==> config.mk <==
export PLATFORM = sky130hd
export DESIGN_NAME = line_buffer_3row
export DESIGN_NICKNAME = d
export VERILOG_FILES = /design/src/rtl/lb_pkg.sv /design/src/rtl/line_buffer_3row_line_mem.sv /design/src/rtl/line_buffer_3row.sv
export SDC_FILE = /design/constraint.sdc
export NUM_CORES = 1
export LEC_CHECK = 0
export ABC_AREA = 0
export BUFFER_PORTS_ARGS = -buffer_cell sky130_fd_sc_hd__buf_2
export CAP_MARGIN = 10
export CORE_UTILIZATION = 40
export CTS_CLUSTER_DIAMETER = 30
export DETAILED_ROUTE_END_ITERATION = 8
export SKIP_CTS_REPAIR_TIMING = 1
export SLEW_MARGIN = 20
export SYNTH_ARGS = -nofsm -noshare
export SYNTH_HDL_FRONTEND = slang
export SYNTH_HIERARCHICAL = 1
export SYNTH_SLANG_ARGS = --single-unit
==> constraint.sdc <==
create_clock -name clk -period 2.31 [get_ports clk]
set_input_delay 0.462 -clock clk [delete_from_list [all_inputs] [get_ports clk]]
set_output_delay 0.462 -clock clk [all_outputs]
set_load 0.01 [all_outputs]
==> src/rtl/lb_pkg.sv <==
// Shared constants and helpers for the 3-row line buffer.
// Optional row tagging is enabled with the LB_ROW_CNT_EN macro.
package lb_pkg;

  localparam int DATA_W_DEF = 8;
  localparam int FIRST_ROW  = 2;

  function automatic int cnt_w(input int n);
    return (n <= 2) ? 1 : $clog2(n);
  endfunction

endpackage

==> src/rtl/line_buffer_3row_line_mem.sv <==
// One image line of storage: synchronous write, combinational read
// that returns the pre-write contents during a same-address write.
module line_mem
  import lb_pkg::*;
#(
  parameter int DATA_W = DATA_W_DEF,
  parameter int DEPTH  = 5,
  parameter int AW     = cnt_w(DEPTH)
) (
  input  logic              clk,
  input  logic              we_i,
  input  logic [AW-1:0]     addr_i,
  input  logic [DATA_W-1:0] wdata_i,
  output logic [DATA_W-1:0] rdata_o
);

  logic [DATA_W-1:0] mem [DEPTH];

  assign rdata_o = mem[addr_i];

  always_ff @(posedge clk) begin
    if (we_i) begin
      mem[addr_i] <= wdata_i;
    end
  end

endmodule

==> src/rtl/line_buffer_3row.sv <==
// Raster-to-column converter: emits rows r-2, r-1, r per column.
// Define LB_ROW_CNT_EN to add the row_o output tag.
module line_buffer_3row
  import lb_pkg::*;
#(
  parameter int DATA_W = DATA_W_DEF,
  parameter int COLS   = 5,
  parameter int ROWS   = 5
) (
  input  logic              clk,
  input  logic              rst,
  input  logic              done_i,
  input  logic [DATA_W-1:0] data_i,
  output logic [DATA_W-1:0] S1_o,
  output logic [DATA_W-1:0] S2_o,
  output logic [DATA_W-1:0] S3_o,
  output logic              done_o,
  output logic              progress_done_o
`ifdef LB_ROW_CNT_EN
  ,
  output logic [cnt_w(ROWS)-1:0] row_o
`endif
);

  localparam int CW = cnt_w(COLS);
  localparam int RW = cnt_w(ROWS);

  logic [CW-1:0]     col_q, col_d;
  logic [RW-1:0]     row_q, row_d;
  logic [DATA_W-1:0] s1_q, s1_d;
  logic [DATA_W-1:0] s2_q, s2_d;
  logic [DATA_W-1:0] s3_q, s3_d;
  logic              done_q, done_d;
  logic              prog_q, prog_d;
  logic [DATA_W-1:0] a_rd, b_rd;
  logic              last_col, last_row;

  // lineA holds row r-1, lineB row r-2; both shift on every accepted pixel
  line_mem #(
    .DATA_W (DATA_W),
    .DEPTH  (COLS),
    .AW     (CW)
  ) u_line_a (
    .clk     (clk),
    .we_i    (done_i),
    .addr_i  (col_q),
    .wdata_i (data_i),
    .rdata_o (a_rd)
  );

  line_mem #(
    .DATA_W (DATA_W),
    .DEPTH  (COLS),
    .AW     (CW)
  ) u_line_b (
    .clk     (clk),
    .we_i    (done_i),
    .addr_i  (col_q),
    .wdata_i (a_rd),
    .rdata_o (b_rd)
  );

  assign last_col = (col_q == CW'(COLS - 1));
  assign last_row = (row_q == RW'(ROWS - 1));

  always_comb begin
    col_d  = col_q;
    row_d  = row_q;
    s1_d   = s1_q;
    s2_d   = s2_q;
    s3_d   = s3_q;
    done_d = 1'b0;
    prog_d = 1'b0;
    if (done_i) begin
      s1_d   = b_rd;
      s2_d   = a_rd;
      s3_d   = data_i;
      done_d = (row_q >= RW'(FIRST_ROW));
      prog_d = last_row && last_col;
      if (last_col) begin
        col_d = '0;
        row_d = last_row ? '0 : row_q + 1'b1;
      end else begin
        col_d = col_q + 1'b1;
      end
    end
  end

  always_ff @(posedge clk or posedge rst) begin
    if (rst) begin
      col_q  <= '0;
      row_q  <= '0;
      s1_q   <= '0;
      s2_q   <= '0;
      s3_q   <= '0;
      done_q <= 1'b0;
      prog_q <= 1'b0;
    end else begin
      col_q  <= col_d;
      row_q  <= row_d;
      s1_q   <= s1_d;
      s2_q   <= s2_d;
      s3_q   <= s3_d;
      done_q <= done_d;
      prog_q <= prog_d;
    end
  end

  assign S1_o            = s1_q;
  assign S2_o            = s2_q;
  assign S3_o            = s3_q;
  assign done_o          = done_q;
  assign progress_done_o = prog_q;

`ifdef LB_ROW_CNT_EN
  logic [RW-1:0] row_out_q, row_out_d;

  always_comb begin
    row_out_d = row_out_q;
    if (done_i) begin
      row_out_d = row_q;
    end
  end

  always_ff @(posedge clk or posedge rst) begin
    if (rst) begin
      row_out_q <= '0;
    end else begin
      row_out_q <= row_out_d;
    end
  end

  assign row_o = row_out_q;
`endif

endmodule
After elaboration in Yosys (flattened, before gate mapping)
Memories as Yosys holds them, arrays and structs flattened. A register that Yosys moved wholly into a read port is not among the register bits.
Index checks and enable logic that the tools add are counted.
{"block": "word_totals", "out_inout_bits": 26, "ff_bits": 24, "elab_cells": 21, "inputBits": 11, "n_memories": 2, "mem_bits_rw": 80}
{"memory": "u_line_a.mem", "depth": 5, "word_bits": 8, "rd": 1, "rd_ports_with_merged_regs": 0, "write_ports": 1, "line": "line_buffer_3row_line_mem.sv:17", "text": "logic [DATA_W-1:0] mem [DEPTH];"}
{"memory": "u_line_b.mem", "depth": 5, "word_bits": 8, "rd": 1, "rd_ports_with_merged_regs": 1, "write_ports": 1, "line": "line_buffer_3row_line_mem.sv:17"}
{"block": "op_classes", "n_eq_ne": 2, "reduce_logical": 2, "magnitude_cmp": 1, "n_mux": 6, "addsub": 2}
{"op": "3-bit by 1-bit adder with 3-bit output, second input constant", "count": 2}
{"op": "3-bit equality test, second input constant", "count": 2}
{"op": "3-bit 2-to-1 mux", "count": 2}
{"op": "1-bit 2-to-1 mux", "count": 4}
{"op": "3-bit by 2-bit >= comparator with 1-bit output, second input constant", "count": 1}
{"op": "2-bit AND reduction", "count": 1}
{"op": "1-bit logical AND", "count": 1}

Logic depth before layout (Yosys ltp)
{"block": "depth", "word_depth": 3, "mapped_depth": 5, "mapped_depth_nobuf": 4}

Hierarchy
The synthesis kept the hierarchy.
{"module": "line_mem", "n_inst": 2, "area_per_inst_um2": 1551.5, "cells_each": 86, "seq_area_each_um2": 1201.2}
{"module": "line_buffer_3row", "n_inst": 1, "area_per_inst_um2": 1448.9, "cells_each": 87, "seq_area_each_um2": 800.8}

Worst setup path before layout
No wires, ideal clock.
{"block": "synth_path", "kind": "register to register", "startpoint": "reg col_q[0]", "endpoint": "mem u_line_a/mem[4][0] (netlist bit) (enable)", "n_path_buf": 1, "setup_ns": 0.385, "period_less_slack_ns": 1.821, "slack_ns": 0.489, "t_arrival_ns": 1.436, "stages_incl_launch_ff": 4, "required_time_ns": 1.925, "cell_sequence": "dfrtp_1 > buf_4 > nand2b_1 > nor3b_1"}
{"element": "start: declaration", "line": "line_buffer_3row.sv:28", "text": "logic [CW-1:0] col_q, col_d;"}
{"element": "start signal: assignment", "line": "line_buffer_3row.sv:99", "text": "col_q <= col_d;"}
{"element": "end: declaration", "line": "line_buffer_3row_line_mem.sv:17"}
No word-level cell before the write port.

Worst setup path in the final report
{"block": "layout_path", "startpoint": "reg col_q[0]", "endpoint": "reg s2_q[7] (netlist: S2_o[7])"}
{"block": "layout_between", "elab_chain_len": 1}
{"element": "memory 5 x 8 bit"}
{"element": "named net a_rd[7]", "line": "line_buffer_3row.sv:35", "text": "logic [DATA_W-1:0] a_rd, b_rd;"}
{"element": "end signal: assignment", "line": "line_buffer_3row.sv:94", "text": "s2_q <= '0;"}
{"element": "end signal: assignment", "line": "line_buffer_3row.sv:102", "text": "s2_q <= s2_d;"}
{"element": "end: declaration", "line": "line_buffer_3row.sv:31", "text": "logic [DATA_W-1:0] s2_q, s2_d;"}
The timed path passes the listed nets, and every way through them passes these cells.
A chain may end at the register's enable or synchronous reset.

==> summary.txt <==
Outcome
  • Status: finished, final reports clean

Setup path
  • Critical path arrival: 2070 ps
  • Startpoint Class: register
  • Req. time, crit path: 2540 ps
  • Crit path cell chain: buf_4 > mux2i_1 > o221ai_1 > mux2_4
  • Worst Setup Path Type: register to register
  • Crit Path Max Fanout: 16
  • Critical path's slowest cell: dfrtp_2
  • CP endpoint kind: register
  • CP peak stage delay: 610 ps

Place
  • Inst Count DP: 454
  • Port Buffers: 36
  • DP HPWL: 5450 um
  • Final GP Congestion: 0.732

Route
  • Detail-routed via count per cell: 4.95
  • WL/cell: 17.2 um
  • Final WL: 8100 um
  • Initial drt markers: 86
  • Drt pass-1 iters: 4
  • Final ANT Viol Nets: 0
  • DRC viols: 0
  • Vias: 2326

Layout
  • Area grow syn2layout: 16.4%
  • Most frequent cells in the layout: edfxtp_1 (80), buf_2 (36), mux2i_1 (33), buf_4 (33), dfrtp_1 (31)
  • Post-route insts no fill: 470
  • Commonest non-fill, non-tap cell in the layout: edfxtp_1
  • # diodes: 0
  • Final core utilization: 48.2%
  • Share of layout cells above drive strength 1: 34.5%
  • # fillers: 947
  • Fin nets: 340

Power
  • Leakage: 2.15 nW
  • PD cells: 1210 nW/um2
  • Power Total: 6.39 mW
  • Max VDD drop: 0.000435 V

GRT
  • Initial antenna violation count: 0
  • Gr usage total: 15.5%
  • Vias in the first global route: 2425
  • Pin count of the biggest net entering global routing: 33
  • First-pass GRT wire length: 13000 um
  • Gr ovfl total: 0

Timing
  • Rel. slew slack: 51.8%
  • Achievable Freq: 0.544 GHz
  • Worst hold slack: 209 ps
  • Worst Max-Slew Pin Slew: 720 ps
  • Post-Route Skew: 8.00 ps
  • Final min period: 1840 ps
  • Setup TNS Final: 0 ps
  • Fin crit share: 79.5%
  • Final Hold Fails: 0
  • Max Slew Vio Count: 0
  • RSZ-0062 raised after global routing: no
  • Final-report setup violation count: 0

Floorplan
  • Chip width: 109 um
  • IO Pins: 37
  • Full die area: 11800 um2
  • Placeable Area: 11000 um2
  • Initial Utilization: 41.4%
  • Site row count: 38
  • Die height: 109 um

Synthesis
  • Predominant post-synthesis flop cell: edfxtp_1
  • Count of flip-flops with a built-in enable after synthesis: 80
  • Yosys Warn Count: 6
  • Synthesized instance count: 259
  • Post-synth design cell area: 4550 um2
  • Synth cell types: 28
  • Yosys reg bits: 112
  • Async SR Flop Fraction: 28.6%
  • Syn avg cell area: 17.6 um2
  • Post-synthesis sequential area ratio: 70.4%
  • Mapped Nets: 274

Clock tree
  • H-tree levels: 3
  • Clk Tree Root Cell: clkbuf_16
  • Clock sinks: 112
  • Clk slew on worst S/H paths: 80 ps
  • Clk buf depth: 2
  • Clock latency on the worst-skew pair: 350 ps
  • CTS Buf Count: 9
  • CTS tree: yes

Run
  • Number of max-cap violations: 0

Hold path
  • HP Class: input port to asynchronous set/reset pin
==> cell usage after synthesis, drive strengths merged, types with 2 or more instances <==
cell    instances  area (um2)
or2             2        12.5
o221ai         16         140
dfrtp          32         801
nand2b          5        31.3
o21ai           2        13.8
nor3b           2        15.0
inv             5        18.8
clkbuf          2        7.51
edfxtp         80        2400
mux2i          33         330
nand2          20        75.1
buf            12         154
mux2           26         387
nor2            9        33.8
ha              4        50.1
==> cells by family after synthesis <==
family / synth area share [%]
flops: 70.4
mux: 15.8
compound gates: 4.62
buf+inv: 3.96
fa+ha+maj: 1.10
simple gates: 4.21
==> area by class of cell <==
type | instances | area (um2) | share of cell area, %
Sequential cell | 112 | 3200 | 60.5
Clock inverter | 7 | 78.8 | 1.49
Multi-Input combinational cell | 128 | 1170 | 22.1
Inverter | 5 | 18.8 | 0.354
Tap cell | 140 | 175 | 3.31
Clock buffer | 9 | 225 | 4.25
Timing Repair Buffer | 69 | 428 | 8.08
==> per-stage QoR <==
stage               cell area [um2]  worst slack [ps]
floorplan                      4550               489
global placement               4990               468
detailed placement             4990               449
CTS                            5300               437
global route                   5300               305
finish                         5300               473
==> registers in the layout (all words and copies together) (netlist names) <==
signal and cells:
S1_o 8, S3_o 8, S2_o 8, col_q 3, row_q 3, u_line_a/mem 40
done_o 1, progress_done_o 1, u_line_b/mem 40
==> path summary, 6_finish.rpt <==
kind	startpoint	endpoint	slack, ps	cells past startpoint
setup reg to reg	col_q[0]	S2_o[7]	470	4
hold / removal	rst	S1_o[4]	210	3
min in group clk	data_i[2]	u_line_a/mem[4][2]	360	1
max in group asynchronous	rst	col_q[0]	1760	3
hold reg to reg	S1_o[6]	S1_o[6]	500	1
setup / recovery	col_q[0]	S2_o[7]	470	4
==> power by group <==
part           switching, mW  internal (mW)  total [mW]  leakage [nW]
logic                  0.977          0.899        1.88         0.884
registers              0.198           2.75        2.95          1.12
clock network          0.711          0.853        1.56         0.146
==> per-layer routing <==
metal  vias up  GRT usage, %  share of wire (%)
met1      1163          20.0                 46
met5         -             0                  0
met2        36          25.5                 50
met4         0          7.14                1.9
met3        12          2.69                2.5
li1       1115             -                  -
==> worst max-delay path, delay by kind of cell, from the launching register on <==
family,cells,cell delay [ps]
compound gates,1,260
buf+inv,1,300
mux,2,540
flops,1,610
(Power assumes the default switching activity.)
